===== src/rtl/uart_rx_cfg.sv =====
// rtl/uart_rx_cfg.sv - configurable UART receiver, mid-bit sampling after a 2-flop synchronizer.
// Optional parity check is built only when UART_RX_PARITY_EN is defined.
module uart_rx_cfg #(
  parameter int CLKS_PER_BIT = 434,
  parameter int DATA_BITS    = 8,
  parameter int STOP_BITS    = 1,
  parameter int PARITY_ODD   = 0
) (
  input  logic                 clk,
  input  logic                 reset,
  input  logic                 Rx,
  output logic [DATA_BITS-1:0] Rx_data,
  output logic                 Rx_dval,
  output logic                 Rx_idle,
  output logic                 Rx_ferr,
  output logic                 Rx_perr
);

  localparam int CW = $clog2(CLKS_PER_BIT);
  localparam int BW = $clog2(DATA_BITS);
  localparam logic [CW-1:0] HALF  = CW'(CLKS_PER_BIT / 2);
  localparam logic [CW-1:0] LAST  = CW'(CLKS_PER_BIT - 1);
  localparam logic [BW-1:0] DLAST = BW'(DATA_BITS - 1);
  localparam logic [BW-1:0] SLAST = BW'(STOP_BITS - 1);

  typedef enum logic [2:0] {
    S_IDLE   = 3'd0,
    S_START  = 3'd1,
    S_DATA   = 3'd2,
    S_PARITY = 3'd3,
    S_STOP   = 3'd4,
    S_DONE   = 3'd5
  } state_t;

  state_t               state_q, state_d;
  logic                 rx_meta_q, rx_meta_d;
  logic                 rx_s_q, rx_s_d;
  logic [CW-1:0]        cnt_q, cnt_d;
  logic [BW-1:0]        bit_q, bit_d;
  logic [DATA_BITS-1:0] shift_q, shift_d;
  logic                 ferr_acc_q, ferr_acc_d;
  logic                 armed_q, armed_d;
  logic [DATA_BITS-1:0] data_q, data_d;
  logic                 dval_q, dval_d;
  logic                 idle_q, idle_d;
  logic                 ferr_q, ferr_d;
`ifdef UART_RX_PARITY_EN
  logic                 par_q, par_d;
  logic                 perr_q, perr_d;
`endif

  always_comb begin
    rx_meta_d  = Rx;
    rx_s_d     = rx_meta_q;
    state_d    = state_q;
    cnt_d      = cnt_q;
    bit_d      = bit_q;
    shift_d    = shift_q;
    ferr_acc_d = ferr_acc_q;
    // Once a frame starts, the line must be seen high again before another start bit (break handling).
    armed_d    = armed_q | rx_s_q;
    data_d     = data_q;
    dval_d     = 1'b0;
    ferr_d     = ferr_q;
`ifdef UART_RX_PARITY_EN
    par_d      = par_q;
    perr_d     = perr_q;
`endif
    case (state_q)
      S_IDLE: begin
        cnt_d      = '0;
        bit_d      = '0;
        ferr_acc_d = 1'b0;
        if (!rx_s_q && armed_q) begin
          state_d = S_START;
          armed_d = 1'b0;
        end
      end
      S_START: begin
        if (cnt_q == HALF) begin
          cnt_d   = '0;
          state_d = rx_s_q ? S_IDLE : S_DATA;
        end else begin
          cnt_d = cnt_q + 1'b1;
        end
      end
      S_DATA: begin
        if (cnt_q == LAST) begin
          cnt_d   = '0;
          shift_d = {rx_s_q, shift_q[DATA_BITS-1:1]};
          if (bit_q == DLAST) begin
            bit_d = '0;
`ifdef UART_RX_PARITY_EN
            state_d = S_PARITY;
`else
            state_d = S_STOP;
`endif
          end else begin
            bit_d = bit_q + 1'b1;
          end
        end else begin
          cnt_d = cnt_q + 1'b1;
        end
      end
`ifdef UART_RX_PARITY_EN
      S_PARITY: begin
        if (cnt_q == LAST) begin
          cnt_d   = '0;
          par_d   = rx_s_q;
          state_d = S_STOP;
        end else begin
          cnt_d = cnt_q + 1'b1;
        end
      end
`endif
      S_STOP: begin
        if (cnt_q == LAST) begin
          cnt_d = '0;
          if (!rx_s_q) ferr_acc_d = 1'b1;
          if (bit_q == SLAST) begin
            bit_d   = '0;
            state_d = S_DONE;
            dval_d  = 1'b1;
            data_d  = shift_q;
            ferr_d  = ferr_acc_q | ~rx_s_q;
`ifdef UART_RX_PARITY_EN
            perr_d  = (^{shift_q, par_q}) ^ PARITY_ODD[0];
`endif
          end else begin
            bit_d = bit_q + 1'b1;
          end
        end else begin
          cnt_d = cnt_q + 1'b1;
        end
      end
      S_DONE:  state_d = S_IDLE;
      default: state_d = S_IDLE;
    endcase
    idle_d = (state_d == S_IDLE);
  end

  always_ff @(posedge clk) begin
    if (reset) begin
      rx_meta_q  <= 1'b1;
      rx_s_q     <= 1'b1;
      state_q    <= S_IDLE;
      cnt_q      <= '0;
      bit_q      <= '0;
      shift_q    <= '0;
      ferr_acc_q <= 1'b0;
      armed_q    <= 1'b1;
      data_q     <= '0;
      dval_q     <= 1'b0;
      idle_q     <= 1'b1;
      ferr_q     <= 1'b0;
`ifdef UART_RX_PARITY_EN
      par_q      <= 1'b0;
      perr_q     <= 1'b0;
`endif
    end else begin
      rx_meta_q  <= rx_meta_d;
      rx_s_q     <= rx_s_d;
      state_q    <= state_d;
      cnt_q      <= cnt_d;
      bit_q      <= bit_d;
      shift_q    <= shift_d;
      ferr_acc_q <= ferr_acc_d;
      armed_q    <= armed_d;
      data_q     <= data_d;
      dval_q     <= dval_d;
      idle_q     <= idle_d;
      ferr_q     <= ferr_d;
`ifdef UART_RX_PARITY_EN
      par_q      <= par_d;
      perr_q     <= perr_d;
`endif
    end
  end

  assign Rx_data = data_q;
  assign Rx_dval = dval_q;
  assign Rx_idle = idle_q;
  assign Rx_ferr = ferr_q;
`ifdef UART_RX_PARITY_EN
  assign Rx_perr = perr_q;
`else
  assign Rx_perr = 1'b0;
`endif

endmodule

===== config.mk =====
export PLATFORM = sky130hd
export DESIGN_NAME = uart_rx_cfg
export DESIGN_NICKNAME = d
export VERILOG_FILES = /design/src/rtl/uart_rx_cfg.sv
export SDC_FILE = /design/constraint.sdc
export NUM_CORES = 1
export LEC_CHECK = 0
export ABC_AREA = 1
export BUFFER_PORTS_ARGS = -buffer_cell sky130_fd_sc_hd__buf_2
export CORE_MARGIN = 5
export CORE_UTILIZATION = 40
export DETAILED_ROUTE_END_ITERATION = 8
export GPL_TIMING_DRIVEN = 0
export PLACE_DENSITY = 0.59
export SLEW_MARGIN = 20
export SYNTH_ARGS = -nofsm -noshare
export SYNTH_HDL_FRONTEND = slang
export SYNTH_SLANG_ARGS = --single-unit

===== constraint.sdc =====
create_clock -name clk -period 2 [get_ports clk]
set_input_delay 0.4 -clock clk [delete_from_list [all_inputs] [get_ports clk]]
set_output_delay 0.4 -clock clk [all_outputs]
set_load 0.02 [all_outputs]

==> impl_metrics.tcl, run 1 <==
set metrics [dict create \
    status "finished, final reports clean" \
    crit_type "reg2reg" \
    final_core_util 0.459 \
    drive_gt1_frac 0.210 \
    setup_slack_ns 0.443 \
    yosys.area.top_type_share 0.405 \
    rows 25 \
    cpLargestDelayFamily "simple AND/OR/NAND/NOR gates" \
    critPathBufInv 2 \
    mappedNetlistNets 269 \
    tritoncts "yes" \
    vdd_drop_max_v 0.000430 \
    nets 289 \
    fin_total_pwr_mw 1.49 \
    yosys_warnings 0 \
    hold_buffers 0 \
    drc 0 \
    die_x_um 78.6 \
    seq_area_frac_synth 0.405 \
    grt_pass1_wl_um 6190 \
    drt-wirelength-per-cell_um 10.4 \
    dp.cells 328 \
    htree_levels 2 \
    place_area_mm2 0.00201 \
    cts_resized 0 \
    crit_path_start_kind "flop" \
    port_buffers 13 \
    start_util 0.406 \
    grt_usage 0.127 \
    final_cell_area_mm2 0.00213 \
    grt_max_degree 12 \
    leakage_nw 0.969 \
    instances_no_fill 335 \
    coreArea_mm2 0.00463 \
    fin_crit_sh 0.779 \
    min_path_type "in2reg" \
    antenna_found_initial 0 \
    period_minus_slack_ns 1.56 \
    clock.fmax_mhz 642 \
    firstDrtPassIters 4 \
    synth.distinct_cells 28 \
    pre_cts_slack_ns 0.431 \
    critPathRequiredTime_ns 2.19 \
    rsz0062_at_grt "false" \
    synth_area_leaders "dfxtp_1 40%, nand2_1 10%, nor2_1 10%, o21ai_0 5.3%, inv_1 4.8%" \
    slowest_delay_ns 0.41 \
    synth_cells 261 \
    fillCellCount 501 \
    ctsLongestPathBuffers 2 \
    drv_cap 0 \
    cp_data_arrival_time_ns 1.74 \
    synthToLayoutAreaGrowth_pct 13.0 \
    dr_total_vias 1555 \
    hold_viol_final 0 \
    drt-total-wl_um 3490 \
    slew_viol_final 0 \
    dieHeight_um 78.6 \
    grt.overflow.total 0 \
    cp_slowest_cell "dfxtp_1" \
    powerDensity_mw_per_mm2 703 \
    clk_pin_slew_ns 0.07 \
    setup_viol 0 \
    via_per_inst 4.64 \
    cts_root_buf "clkbuf_8" \
    num_io_pins 15 \
    synth_area_mm2 0.00188 \
    crit_fanout 5 \
    dp.final_hpwl_um 2740 \
    setup_tns_ns 0 \
    diodes 0 \
    grt_pass1_vias 1421 \
    synth_top_cell_by_area "dfxtp_1" \
    post_cts_buffers 0 \
    layout_common_cells "51 x nor2_1, 51 x nand2_1, 38 x dfxtp_1" \
    clock_skew_ns 0.00543 \
    crit_chain "ha_1, nand2_2, inv_1, nand2_1, nor2_2, nand2_2, nand3_1, nand2_1, inv_2, nor2_2" \
    avgSynthCellArea_um2 7.21 \
    drtAntennaViolNets 0 \
    finalWeightedCongestion 0.875 \
    clock_latency_ns 0.28 \
    ys_ff_latch 38 \
    hold_slack_ns 0.295 \
    cts-buffers-inserted 5 \
    drtIter0Drc 78 \
    cp-end-kind "flop" \
    dieArea_mm2 0.00617 \
    clkSinkCount 38 \
]
[cell families (layout without fill, tap and decap cells)]
group                      count (synthesis)  after routing  synth area share
adders and majority gates                  5              5            0.0333
DFF                                       38             38             0.405
xor gates and xnor gates                   2              2           0.00932
and+or+nand+nor                          139            139             0.357
other                                      1              1           0.00199
AOI/OAI and AO/OA                         41             41             0.119
buffers and inverters                     35             55            0.0745
[registers in the layout (all words and copies together), names as in the netlist]
register,cells
cnt_q,9
Rx_data,8
shift_q,8
bit_q,3
state_q,3
Rx_dval,1
Rx_ferr,1
Rx_idle,1
armed_q,1
ferr_acc_q,1
rx_meta_q,1
rx_s_q,1
[worst paths after layout]
| check | slack (ns) | endpoint | cells past startpoint | startpoint |
|---|---|---|---|---|
| min | 0.30 | rx_meta_q | 2 | Rx |
| max reg2reg | 0.44 | Rx_idle | 10 | cnt_q[0] |
| min reg2reg | 0.41 | rx_s_q | 1 | rx_meta_q |
| max | 0.44 | Rx_idle | 10 | cnt_q[0] |
[where the power goes]
| group | internal (mW) | switching (mW) |
|---|---|---|
| logic | 0.0236 | 0.0479 |
| registers | 0.764 | 0.00538 |
| clock network | 0.399 | 0.255 |
[layer usage]
metal | vias up | global-route usage | routed length [um]
met1 | 659 | 0.165 | 1770
met3 | 10 | 0.0344 | 139
li1 | 860 | - | -
met5 | - | 0 | 0
met2 | 26 | 0.195 | 1510
met4 | 0 | 0.0559 | 80
[cells in the mapped netlist]
library cell  count
conb_1            1
o21ai_0          20
or2_2             2
a21oi_1           7
dfxtp_1          38
inv_2             6
nand3_4           1
nor2_1           51
nor3_1            1
nand2_1          51
nor2_2            4
inv_1            24
nor2_4            2
nand3_2           4
xor2_1            2
buf_1             1
nand2_4           4
nand2_2           8
nand4_1           1
clkbuf_1          2
ha_1              5
a21oi_2           4
o21ai_2           1
nand3_1           9
clkinv_4          1
o21ai_1           9
nor2_8            1
buf_4             1
[layout make-up]
type | count | area [um2] | share of cell area
multi-input combinational | 188 | 980 | 0.461
clock buffer | 6 | 82.6 | 0.0388
clock inverter | 1 | 30.0 | 0.0141
timing repair buffer | 13 | 65.1 | 0.0306
buffer | 4 | 18.8 | 0.00883
tap | 54 | 67.6 | 0.0318
sequential | 38 | 761 | 0.358
inverter | 31 | 121 | 0.0571
Note: power is estimated with default switching activity, not from simulation.
==> inputs of run 2 (changes only) <==
--- a/config.mk
+++ b/config.mk
@@ -5,13 +5,13 @@
 export SDC_FILE = /design/constraint.sdc
 export NUM_CORES = 1
 export LEC_CHECK = 0
-export ABC_AREA = 1
+export ABC_AREA = 0
 export BUFFER_PORTS_ARGS = -buffer_cell sky130_fd_sc_hd__buf_2
 export CORE_MARGIN = 5
 export CORE_UTILIZATION = 40
 export DETAILED_ROUTE_END_ITERATION = 8
 export GPL_TIMING_DRIVEN = 0
-export PLACE_DENSITY = 0.59
+export PLACE_DENSITY = 0.61
 export SLEW_MARGIN = 20
 export SYNTH_ARGS = -nofsm -noshare
 export SYNTH_HDL_FRONTEND = slang
==> constraint.sdc (replaced) <==
create_clock -name clk -period 1.3 [get_ports clk]
set_input_delay 0.26 -clock clk [delete_from_list [all_inputs] [get_ports clk]]
set_output_delay 0.26 -clock clk [all_outputs]
set_load 0.02 [all_outputs]
==> run 2 against run 1 <==
The run now ends with setup timing left. Hold slack got worse by 0.15 ns. Non-clock buffer count rose by 30. Clock-buffer cell count did not move. Power rose by 44%. Global-route usage rose by 1.1 points. Combinational power rose by 64%. Synthesized cell count fell by 24%. Clock power rose by 30%. Maximum frequency fell by 12%. Largest power group unchanged. Critical endpoint is now cnt_q[8].
==> impl_metrics.tcl, run 2 <==
set metrics [dict create \
    diodes 0 \
    top_register "cnt_q" \
    final_common_cell "dfxtp_1" \
    fin_crit_sh 1.36 \
    avgSynthCellArea_um2 8.81 \
    slowest_delay_ns 0.40 \
    final_cell_area_mm2 0.00240 \
    clock_latency_ns 0.29 \
    tritoncts "yes" \
    grt.busiest_layer "met2" \
    holdPathStages 2 \
    slew_viol_final 0 \
    r2r_slack_ns -0.47 \
    powerDensity_mw_per_mm2 899 \
    seq_area_frac_synth 0.436 \
    slew_headroom 0.606 \
    htree_levels 2 \
    synth_area_mm2 0.00174 \
    yosys-top-cells-count "38 x dfxtp_1, 23 x nand2_1, 23 x nor2_1, 15 x a21oi_1, 9 x mux2i_1" \
    synthToLayoutAreaGrowth_pct 37.4 \
    clock.fmax_mhz 565 \
    min-delay-start "Rx" \
    status "complete, but fails checks" \
    rsz0062_at_grt "true" \
    crit_type "reg2reg" \
    drv_cap 0 \
    die_x_um 76.0 \
    crit_fanout 10 \
    nets 248 \
    crit_path_start_kind "flop" \
    dieArea_mm2 0.00578 \
    finalWeightedCongestion 0.856 \
    largest_reg_flops 9 \
    yosysMostFrequentCell "dfxtp_1" \
    grt_use_met3 0.0378 \
    violations "setup timing" \
    layout_common_cells "27 x dfxtp_1, 22 x nand2_1, 21 x nor2_1" \
    grt_max_degree 13 \
    cts_root_buf "clkbuf_8" \
    rows 24 \
    grtUsageMet2 0.204 \
    min_path_type "in2reg" \
    grt.overflow.total 0 \
    drc 0 \
    firstDrtPassIters 4 \
    place_area_mm2 0.00193 \
    drt-wirelength-per-cell_um 14.6 \
    clkSinkCount 38 \
    critPathRequiredTime_ns 1.51 \
    clk_pin_slew_ns 0.08 \
    num_io_pins 15 \
    gr-usage-met1 0.185 \
    async_reset_ff_frac 0 \
    drtIter0Drc 63 \
    via_per_inst 5.29 \
    cpLargestDelayFamily "simple AND/OR/NAND/NOR gates" \
    ys.flop_type "dfxtp_1" \
    synth_edf_count 0 \
    synth_cells 198 \
    cp_data_arrival_time_ns 1.98 \
    final_core_util 0.558 \
    grt_pass1_vias 1354 \
    crit_chain "inv_2, ha_4, nand3b_4, nor3_4, o31a_1, buf_6, or4_1, a31oi_1" \
    cp-end-kind "flop" \
    grt_pass1_wl_um 6530 \
    setup_tns_ns -12.83 \
    drtAntennaViolNets 0 \
    setup_viol 35 \
    dp.final_hpwl_um 2560 \
    cts-buffers-inserted 5 \
    drt-total-wl_um 4290 \
    start_util 0.406 \
    synth.distinct_cells 49 \
    period_minus_slack_ns 1.77 \
    grt_usage 0.138 \
    instances_no_fill 293 \
    critPathBufInv 2 \
    port_buffers 13 \
    drive_gt1_frac 0.390 \
    setup_slack_ns -0.471 \
    dieHeight_um 76.0 \
    leakage_nw 0.932 \
    reg2reg_depth 8 \
    synth_top_cell_by_area "dfxtp_1" \
    tightestPinTransition_ns 0.591 \
    mappedNetlistNets 206 \
    yosys_warnings 0 \
    dp.cells 263 \
    dr_total_vias 1551 \
    hold_end "rx_meta_q" \
    vdd_drop_max_v 0.000598 \
    ctsLongestPathBuffers 2 \
    cp_slowest_cell "or4_1" \
    r2r-start "cnt_q[1]" \
    antenna_found_initial 0 \
    hold_viol_final 0 \
    ys_ff_latch 38 \
    r2r_end "cnt_q[8]" \
    synth_area_leaders "dfxtp_1 44%, mux2i_1 5.2%, nand2_1 4.9%, nor2_1 4.9%, a21oi_1 4.3%" \
    clock_skew_ns 0.00786 \
    coreArea_mm2 0.00429 \
    hold_buffers 0 \
    yosys.area.top_type_share 0.436 \
]
## run 2: changes by cell type after synthesis, moves of 6 or more
cell	change
nand2_1	-28
nor2_1	-28
inv_1	-18
o21ai_0	-17
mux2i_1	+9
o21ai_1	-9
a21oi_1	+8
nand2_2	-8
inv_2	-6
## run 2: cell type report
class,count,area (um2)
Clock inverter,2,12.5
Sequential cell,38,790
Inverter,6,22.5
Multi-Input combinational cell,142,1060
Timing Repair Buffer,36,268
Clock buffer,6,82.6
Fill cell,388,1900
Buffer,11,93.8
Tap cell,52,65.1
## run 2: repair_timing
| action | CTS | global route |
|---|---|---|
| endpoints found under the hold margin | 0 | 0 |
| setup endpoints to repair | 35 | 35 |
| gates resized for setup | 15 | 47 |
| gates cloned | 0 | 2 |
| pin swaps | 3 | 13 |
| setup buffers | 5 | 16 |
## run 2: how the worst max path moves through the flow
| stage | start | endpoint | slack, ns | depth (start not counted) |
|---|---|---|---|---|
| final | cnt_q[1] | cnt_q[8] | -0.47 | 8 |
| after global routing | state_q[1] | cnt_q[8] | -0.57 | 7 |
| after CTS | cnt_q[1] | cnt_q[6] | -0.44 | 8 |
| after detailed placement | cnt_q[4] | bit_q[2] | -0.57 | 5 |
| after global placement | cnt_q[4] | bit_q[2] | -0.60 | 5 |
| after floorplan | cnt_q[1] | cnt_q[8] | -0.40 | 8 |
## run 2: layer usage
layer,wire length (um),part of all wire
met4,56,0.013
met1,1940,0.45
met5,0,0
met2,2090,0.49
met3,195,0.045
## run 2: stage by stage
step,power (mW),worst slack [ns],hold slack (ns)
2_1_floorplan,1.29,-0.396,0.364
3_3_place_gp,1.32,-0.596,0.391
3_5_place_dp,1.32,-0.574,0.394
4_1_cts,2.19,-0.437,0.128
5_1_grt,2.26,-0.566,0.140
6_report,2.15,-0.471,0.145
## run 2: logic make-up (layout without fill, tap and decap cells)
group / Yosys count / count (layout) / share of synthesized area
xor+xnor: 3 / 3 / 0.0151
other cells: 1 / 1 / 0.00215
compound gates: 38 / 38 / 0.144
buf+inv: 18 / 61 / 0.0516
simple gates: 86 / 86 / 0.263
flops: 38 / 38 / 0.436
mux: 9 / 9 / 0.0517
fa+ha+maj: 5 / 5 / 0.0359
## run 2: worst register-to-register path, delay by kind of cell (launching register included)
kind	cells	cell delay, ns
adders and majority gates	1	0.16
DFF	1	0.35
AOI/OAI and AO/OA	2	0.38
buffers and inverters	2	0.18
and+or+nand+nor	3	0.62
## run 2: report_power, final
part / internal (mW) / switching, mW
combinational: 0.0502 / 0.0665
clock: 0.426 / 0.426
sequential: 1.17 / 0.0168
total: 1.65 / 0.509
